--- src/rtl/uart_pkg.sv ---
// uart_pkg
// Shared definitions for the UART transmit framer:
//   - state_t          : framer FSM states (IDLE, START, DATA, PARITY, STOP)
//   - PAR_NONE/EVEN/ODD: parity mode codes carried on i_parity_mode
//   - parity_enabled() : true when a mode code asks for a parity bit
// Optional feature macro used by the framer: UART_TX_PARITY_EN.
package uart_pkg;

  typedef enum logic [2:0] {
    IDLE   = 3'd0,
    START  = 3'd1,
    DATA   = 3'd2,
    PARITY = 3'd3,
    STOP   = 3'd4
  } state_t;

  localparam logic [1:0] PAR_NONE = 2'd0;
  localparam logic [1:0] PAR_EVEN = 2'd1;
  localparam logic [1:0] PAR_ODD  = 2'd2;

  // Mode 3 is a second spelling of "no parity", so only the two real
  // parity codes enable the extra bit.
  function automatic logic parity_enabled(input logic [1:0] mode);
    return (mode == PAR_EVEN) || (mode == PAR_ODD);
  endfunction

endpackage

--- src/rtl/uart_baud_gen.sv ---
// uart_baud_gen
// Bit-period timer for the UART framer. Counts 0..CLKS_PER_BIT-1 while
// enabled and strobes o_bit_end during the last cycle of each bit.
// Ports:
//   clk       : clock
//   reset_n   : asynchronous active-low reset
//   i_clear   : synchronous clear, used when a new word is accepted
//   i_enable  : count while a frame is on the line
//   o_bit_end : high in the final cycle of the current bit
// Parameter CLKS_PER_BIT must be >= 2.
module uart_baud_gen #(
  parameter int CLKS_PER_BIT = 16
) (
  input  logic clk,
  input  logic reset_n,
  input  logic i_clear,
  input  logic i_enable,
  output logic o_bit_end
);

  localparam int            CW   = (CLKS_PER_BIT > 1) ? $clog2(CLKS_PER_BIT) : 1;
  localparam logic [CW-1:0] LAST = CW'(CLKS_PER_BIT - 1);

  logic [CW-1:0] r_count;

  // The counter wraps on its own at the end of every bit, so each bit of
  // the frame gets exactly CLKS_PER_BIT cycles without any reload from
  // the FSM; the clear only guarantees a clean phase on acceptance.
  always_ff @(posedge clk or negedge reset_n) begin
    if (!reset_n) begin
      r_count <= '0;
    end else if (i_clear) begin
      r_count <= '0;
    end else if (i_enable) begin
      r_count <= (r_count == LAST) ? '0 : r_count + 1'b1;
    end
  end

  assign o_bit_end = i_enable && (r_count == LAST);

endmodule

--- src/rtl/uart_tx_frame.sv ---
// uart_tx_frame
// Parametrised UART transmit framer: one word per valid/ready handshake,
// start bit, DATA_BITS data bits LSB first, optional parity, STOP_BITS stop
// bits, each bit held for CLKS_PER_BIT clocks.
// Ports:
//   clk, reset_n   : clock, asynchronous active-low reset
//   i_tx_data      : word to send (DATA_BITS wide), latched on acceptance
//   i_tx_valid     : word present
//   o_tx_ready     : registered, high only in IDLE once out of reset
//   i_parity_mode  : 0 none, 1 even, 2 odd, 3 none; latched with the data
//   o_tx_serial    : registered serial line, idles high
//   o_tx_active    : high from the start bit through the last stop bit
//   o_tx_done      : one-cycle pulse after the last stop bit
// Configuration macro: UART_TX_PARITY_EN. When undefined the parity bit is
// never sent and i_parity_mode is ignored.
module uart_tx_frame
  import uart_pkg::*;
#(
  parameter int CLKS_PER_BIT = 16,
  parameter int DATA_BITS    = 8,
  parameter int STOP_BITS    = 1
) (
  input  logic                 clk,
  input  logic                 reset_n,
  input  logic [DATA_BITS-1:0] i_tx_data,
  input  logic                 i_tx_valid,
  output logic                 o_tx_ready,
  input  logic [1:0]           i_parity_mode,
  output logic                 o_tx_serial,
  output logic                 o_tx_active,
  output logic                 o_tx_done
);

  localparam int            IW        = $clog2(DATA_BITS);
  localparam logic [IW-1:0] LAST_IDX  = IW'(DATA_BITS - 1);
  localparam logic          STOP_LAST = 1'(STOP_BITS - 1);

  state_t               r_state;
  state_t               w_next_state;
  logic [DATA_BITS-1:0] r_data;
  logic [IW-1:0]        r_bit_idx;
  logic [IW-1:0]        w_bit_idx_next;
  logic [IW-1:0]        w_bit_idx_inc;
  logic                 r_stop_idx;
  logic                 w_stop_idx_next;
  logic                 r_serial;
  logic                 w_serial_next;
  logic                 r_ready;
  logic                 w_ready_next;
  logic                 r_active;
  logic                 w_active_next;
  logic                 r_done;
  logic                 w_done_next;
  logic                 w_accept;
  logic                 w_bit_end;
  logic                 w_parity_en;
  logic                 w_parity_bit;

  // Ready is only ever high in IDLE, so this is the whole acceptance rule.
  assign w_accept      = i_tx_valid && r_ready;
  assign w_bit_idx_inc = r_bit_idx + 1'b1;

  uart_baud_gen #(
    .CLKS_PER_BIT(CLKS_PER_BIT)
  ) u_baud (
    .clk      (clk),
    .reset_n  (reset_n),
    .i_clear  (w_accept),
    .i_enable (r_state != IDLE),
    .o_bit_end(w_bit_end)
  );

`ifdef UART_TX_PARITY_EN
  logic [1:0] r_mode;

  // The parity mode travels with the word so a source may change it
  // mid-frame without corrupting the frame on the line.
  always_ff @(posedge clk or negedge reset_n) begin
    if (!reset_n) begin
      r_mode <= PAR_NONE;
    end else if (w_accept) begin
      r_mode <= i_parity_mode;
    end
  end

  assign w_parity_en  = parity_enabled(r_mode);
  assign w_parity_bit = (r_mode == PAR_ODD) ? ~^r_data : ^r_data;
`else
  logic w_unused_parity_mode;

  assign w_unused_parity_mode = ^i_parity_mode;
  assign w_parity_en          = 1'b0;
  assign w_parity_bit         = 1'b0;
`endif

  // State register. Reset abandons any frame in flight, so no done pulse
  // and no retained word can survive it.
  always_ff @(posedge clk or negedge reset_n) begin
    if (!reset_n) begin
      r_state <= IDLE;
    end else begin
      r_state <= w_next_state;
    end
  end

  // Next-state logic plus the next values of every registered output.
  // The serial line is computed one cycle ahead so that the bit value
  // lands on o_tx_serial exactly on the edge where the FSM enters the bit.
  always_comb begin
    w_next_state    = r_state;
    w_serial_next   = r_serial;
    w_ready_next    = r_ready;
    w_active_next   = r_active;
    w_done_next     = 1'b0;
    w_bit_idx_next  = r_bit_idx;
    w_stop_idx_next = r_stop_idx;

    case (r_state)
      IDLE: begin
        w_serial_next = 1'b1;
        w_active_next = 1'b0;
        if (w_accept) begin
          w_next_state  = START;
          w_serial_next = 1'b0;
          w_active_next = 1'b1;
          w_ready_next  = 1'b0;
        end else begin
          w_ready_next  = 1'b1;
        end
      end

      START: begin
        if (w_bit_end) begin
          w_next_state  = DATA;
          w_serial_next = r_data[0];
        end
      end

      DATA: begin
        if (w_bit_end) begin
          if (r_bit_idx == LAST_IDX) begin
            w_bit_idx_next = '0;
            if (w_parity_en) begin
              w_next_state  = PARITY;
              w_serial_next = w_parity_bit;
            end else begin
              w_next_state  = STOP;
              w_serial_next = 1'b1;
            end
          end else begin
            w_bit_idx_next = w_bit_idx_inc;
            w_serial_next  = r_data[w_bit_idx_inc];
          end
        end
      end

      PARITY: begin
        if (w_bit_end) begin
          w_next_state  = STOP;
          w_serial_next = 1'b1;
        end
      end

      STOP: begin
        if (w_bit_end) begin
          if (r_stop_idx == STOP_LAST) begin
            w_next_state    = IDLE;
            w_stop_idx_next = 1'b0;
            w_done_next     = 1'b1;
            w_active_next   = 1'b0;
            w_ready_next    = 1'b1;
          end else begin
            w_stop_idx_next = r_stop_idx + 1'b1;
          end
        end
      end

      default: begin
        w_next_state  = IDLE;
        w_serial_next = 1'b1;
      end
    endcase
  end

  // Datapath and output registers. The serial line resets to mark
  // asynchronously so the pad goes idle the moment reset is asserted.
  always_ff @(posedge clk or negedge reset_n) begin
    if (!reset_n) begin
      r_data     <= '0;
      r_bit_idx  <= '0;
      r_stop_idx <= 1'b0;
      r_serial   <= 1'b1;
      r_ready    <= 1'b0;
      r_active   <= 1'b0;
      r_done     <= 1'b0;
    end else begin
      if (w_accept) begin
        r_data <= i_tx_data;
      end
      r_bit_idx  <= w_bit_idx_next;
      r_stop_idx <= w_stop_idx_next;
      r_serial   <= w_serial_next;
      r_ready    <= w_ready_next;
      r_active   <= w_active_next;
      r_done     <= w_done_next;
    end
  end

  assign o_tx_serial = r_serial;
  assign o_tx_ready  = r_ready;
  assign o_tx_active = r_active;
  assign o_tx_done   = r_done;

endmodule
--- config.mk ---
export PLATFORM = sky130hd
export DESIGN_NAME = uart_tx_frame
export DESIGN_NICKNAME = d
export VERILOG_FILES = /design/src/rtl/uart_pkg.sv /design/src/rtl/uart_baud_gen.sv /design/src/rtl/uart_tx_frame.sv
export SDC_FILE = /design/constraint.sdc
export NUM_CORES = 1
export LEC_CHECK = 0
export ABC_AREA = 1
export BUFFER_PORTS_ARGS = -buffer_cell sky130_fd_sc_hd__buf_2
export CAP_MARGIN = 20
export CORE_UTILIZATION = 50
export DETAILED_ROUTE_END_ITERATION = 6
export MAX_ROUTING_LAYER = met4
export PLACE_DENSITY_LB_ADDON = 0.12
export REMOVE_ABC_BUFFERS = 1
export SLEW_MARGIN = 20
export SYNTH_ARGS = -nofsm -noshare
export SYNTH_HDL_FRONTEND = slang
export SYNTH_SLANG_ARGS = --single-unit
--- constraint.sdc ---
create_clock -name clk -period 1.9 [get_ports clk]
set_input_delay 0.38 -clock clk [delete_from_list [all_inputs] [get_ports clk]]
set_output_delay 0.38 -clock clk [all_outputs]
set_load 0.03 [all_outputs]
Yosys cells after proc, flatten, opt, wreduce, memory -nomap -nowiden:

Cells that the tools add are included.

* add/subtract/negate cells: 3
* order comparisons: 1
* equality and inequality tests: 13
* mux-type cells: 31
* bitwise gates (word level): 1
* reductions and logical operators: 11

Operators with widths (number)
* two-way mux 3 bit: 8
* two-way mux 1 bit: 15
* case mux 3 bit (5 select lines): 1
* two-way mux 4 bit: 3
* != test 2 x 1 -> 1 bit, second input constant: 5
* AND reduction 7 bit: 1
* == test 3 x 2 -> 1 bit, second input constant: 2
* == test 3 bit, second input constant: 2
* case mux 1 bit (5 select lines): 1
* adder 4 x 1 -> 4 bit, second input constant: 1
* == test 4 bit, second input constant: 1
* less-than comparator 3 x 4 -> 1 bit, second input constant: 1
* != test 2 bit, second input constant: 2
* case mux 1 bit (2 select lines): 2
* AND reduction 2 bit: 2
* AND reduction 4 bit: 1
* nonzero test 2 bit: 2
* adder 3 x 1 -> 3 bit, second input constant: 1
* binary-select mux 1 bit (select 3 bit): 1
* == test 3 x 1 -> 1 bit, second input constant: 1
* logical NOT 3 bit: 1
* AND reduction 3 bit: 1
* nonzero test 3 bit: 1
* logical AND 1 bit: 2
* 2 further kinds: 2

* register bits: 23
* output and inout bits: 4

Longest topological paths before layout:

* depth in word-level cells: 6
* gate-level depth with buffers: 8
* depth with buffers taken out: 8

Hierarchy:

From an unflattened synthesis, not the netlist that was laid out.

* cells, all modules: 141
* area, all modules: 1148.6 um^2

By module, submodules not included
* uart_tx_frame: times used 1, cells an instance 115, area each 924.6 um^2, seq. area each 451.7 um^2
* uart_baud_gen: times used 1, cells an instance 26, area each 224.0 um^2, seq. area each 100.1 um^2

Worst setup path after synthesis:

OpenSTA, ideal clock, no wires.

* path type: register to register
* from: reg r_bit_idx[0]
* to: reg r_serial, in the netlist o_tx_serial
* arrival time: 1.309 ns
* setup slack: 0.518 ns
* cell stages (with the launch flop): 9
* buffers on the path: 0
* period minus slack after synthesis: 1.382 ns
* path through: dfrtp_1 -> ha_1 -> ha_1 -> inv_1 -> nand3_1 -> nand3_1 -> nand3_1 -> nand2_1 -> a21oi_1

* word-level cells in the longest chain between the ends: 6
* elaborated cells between the ends (all ways): 7
* those cells by class: 1 x add/sub; 1 x eq/ne; 5 x mux

Ends and longest elaborated chain
* from (decl): RTL line uart_tx_frame.sv:41 `logic [IW-1:0] r_bit_idx;`
* from (signal assigned): RTL line uart_tx_frame.sv:200 `r_bit_idx <= w_bit_idx_next;`
* adder 3 x 1 -> 3 bit: RTL line uart_tx_frame.sv:61 `assign w_bit_idx_inc = r_bit_idx + 1'b1;`
* binary-select mux 1 bit (select 3 bit): RTL line uart_tx_frame.sv:152 `w_serial_next = r_data[w_bit_idx_inc];`
* two-way mux 1 bit (not written as such): RTL line uart_tx_frame.sv:152
* two-way mux 1 bit *: RTL line uart_tx_frame.sv:141 `if (r_bit_idx == LAST_IDX) begin`
* two-way mux 1 bit *: RTL line uart_tx_frame.sv:140 `if (w_bit_end) begin`
* case mux 1 bit (5 select lines) *: RTL line uart_tx_frame.sv:118 `case (r_state)`
* to (signal assigned): RTL line uart_tx_frame.sv:202 `r_serial <= w_serial_next;`
* to (decl): RTL line uart_tx_frame.sv:46 `logic r_serial;`

Mark *: on every way between the ends. The rest lies on a longest branch, timed or not. The select of a mux whose other input is x is not followed.
A chain may end at the register's enable or synchronous reset.

Worst setup path in the final report:

Same ends and word-level chain as after synthesis.

==> metrics.json <==
{
  "timing.critical_path.buf_inv": 1,
  "cts_root_buf": "clkbuf_4",
  "min_period_ps": 1590,
  "setup_violations": 0,
  "floorplan.rows": 16,
  "skew_ps": 4.37,
  "layout-area-overhead-vs-synth_pct": 11.9,
  "drt-vias-per-instance": 5.02,
  "syn_area_mm2": 0.00106,
  "ys_types": 21,
  "floorplan_core_area_mm2": 0.00198,
  "floorplan.die.width_um": 48.1,
  "critical_path_arrival_ps": 1810,
  "drc_errors": 0,
  "cts_resized": 0,
  "worst_skew_pair.late_latency_ps": 300,
  "pre_cts_setup_slack_ps": 338,
  "cts_tree": "built",
  "setup.worst_path.class": "reg2reg",
  "timing.max_cap.violations": 0,
  "crit_family": "adder cells",
  "worst_slack_ps": 314,
  "num-fill-cells": 189,
  "totalNegativeSetupSlack_ps": 0,
  "gr-total-overflow": 0,
  "critical_path.endpoint_type": "flip-flop",
  "clock_tree.htree_level_count": 1,
  "start_util_pct": 53.6,
  "crit_path_max_fanout": 6,
  "final_net_count": 162,
  "cts.clk_slew.worst_paths_ps": 120,
  "postRouteAntennaNets": 0,
  "final-max-slew-violation-count": 0,
  "relSlewSlack_pct": 67.7,
  "synthesis.yosys.warnings": 0,
  "diodes": 0,
  "fp.dieH_um": 48.1,
  "p_leak_uw": 0.000586,
  "clk_path_buf_depth": 2,
  "route.final.wire_length_mm": 1.92,
  "required_ps": 2130,
  "vdd.ir_drop.worst_mv": 0.448,
  "numClockSinks": 22,
  "grt_setup_unrepaired": "false",
  "post-cts-setup-buffers": 0,
  "avgRoutedWirePerCell_um": 11.1,
  "tritoncts.num_buffers": 3,
  "first_pass_iters": 4,
  "maximum_clock_frequency_mhz": 631,
  "antenna_found_initial": 0,
  "worst-slew-pin-transition_ps": 485,
  "cell_at_the_slowest_stage_of_the_critical_path": "dfrtp_1",
  "synth_seq_cells": 22,
  "port-buffer-count": 14,
  "dieArea_mm2": 0.00231,
  "finalWeightedCongestion": 0.851,
  "seq_area_frac_synth_pct": 51.9,
  "outcome": "finished clean",
  "io_pins": 17,
  "ctsHoldBuffers": 0,
  "power_density_mw_per_mm2": 703,
  "synthesis.instances": 127,
  "vias": 863,
  "grt_pass1_wl_mm": 3.31,
  "first_global_vias": 771,
  "detailedRoute.firstIterationViolations": 20,
  "pin_count_of_the_biggest_net_entering_global_routing": 23,
  "share_of_post_route_cells_with_drive_strength_above_1_pct": 18.6,
  "dp_hpwl_mm": 1.43,
  "grt_usage_pct": 21.8,
  "synth.avg_cell_area_um2": 8.36,
  "critical-path-top-cell-by-count": "nand3_1",
  "total_count_of_hold_check_failures_in_the_final_report": 0,
  "final.period_utilization_pct": 83.4,
  "finalCoreUtilization_pct": 60.0,
  "critical_path.max_stage_delay_ps": 460,
  "critPathLaunchType": "flip-flop",
  "path_cells": "ha_1 -> ha_1 -> inv_1 -> nand3_1 -> nand3_1 -> nand3_1 -> nand2_1 -> a21oi_1",
  "hold_class": "in2async"
}
## worst register-to-register path, delay by kind of cell, from the launching register on
| kind | cells | cell delay, ps |
|---|---|---|
| buffers and inverters | 1 | 80 |
| flip-flops | 1 | 460 |
| AND/OR/NAND/NOR | 4 | 290 |
| adder cells (fa/ha/maj) | 2 | 540 |
| AO/OA/AOI/OAI | 1 | 150 |
## cell families after synthesis
family,synth area share [%]
flops,51.9
simple gates,30.7
compound gates,8.01
xor+xnor,0.825
fa+ha+maj,3.53
buf+inv,4.95
## final cells by class
type / count / area, um^2 / share of cell area (%)
clock buffers: 4 / 26.3 / 2.21
inverters: 11 / 41.3 / 3.47
multi-input cells: 93 / 458 / 38.5
well taps: 27 / 33.8 / 2.84
repair buffers: 15 / 77.6 / 6.53
flip-flops and latches: 22 / 552 / 46.4
## routing by layer
layer  routed length [um]  track usage, %  up-vias
li1                     -               -      452
met1                  949            30.9      386
met2                  859            31.6       21
met3                   78            3.33        4
met4                   29            8.33        0
met5                    0               -        -
## worst paths after layout
kind,start,endpoint,slack (ps),depth (start not counted)
min,reset_n,r_state[2],20,1
max in group asynchronous,reset_n,o_tx_serial,1530,1
max,r_bit_idx[0],o_tx_serial,310,8
min in group clk,i_tx_data[7],r_data[7],270,3
min reg2reg,r_data[7],r_data[7],490,2
max reg2reg,r_bit_idx[0],o_tx_serial,310,8
## metrics by stage
step	power, uW	instance area [um^2]	std cells	hold slack [ps]
final	836	1190	172	19.1
after global routing	890	1190	172	42.6
after CTS	848	1190	172	34.3
after detailed placement	632	1160	168	376
after global placement	628	1160	168	370
after floorplan	590	1050	126	84.4
## report_power, final
part	internal [uW]	total (uW)	switching, uW
Combinational	38.0	98.1	60.1
Clock	81.7	214	133
Sequential	502	523	21.8
Total	621	836	214
## cell usage in the layout (no fill, tap or decap)
cell type  count
o31ai_1        1
clkbuf_4       3
dfrtp_1       21
buf_2         14
xor2_1         1
o21a_1         1
inv_2          2
nor2_1         4
nor2_2         1
nor3_2         1
nor2_4         1
ha_1           3
buf_4          1
o21ai_0        6
a21oi_1        5
nand2_2        2
dfstp_2        1
nand2_1       45
inv_1          8
nand4_2        1
o21ai_1        3
clkbuf_1       1
clkinv_1       1
nand3_1       18
## cells in the mapped netlist (all sizes together)
master   n  area share (%)
xor2     1            0.82
dfstp    1             2.5
nand4    1             1.2
nor2     6             3.1
buf      1             1.1
o21a     1            0.71
nand3   18             8.5
o21ai    9             4.2
ha       3             3.5
nand2   47              17
nor3     1            0.94
inv     10             3.5
a21oi    5             2.4
clkinv   1            0.35
dfrtp   21              49
o31ai    1            0.71
## sequential cells by signal, summed over array words and instances (netlist names)
signal	count
r_state	3
o_tx_ready	1
o_tx_serial	1
u_baud.r_count	4
o_tx_done	1
o_tx_active	1
r_bit_idx	3
r_data	8
Power figures use the tool's default switching activity.
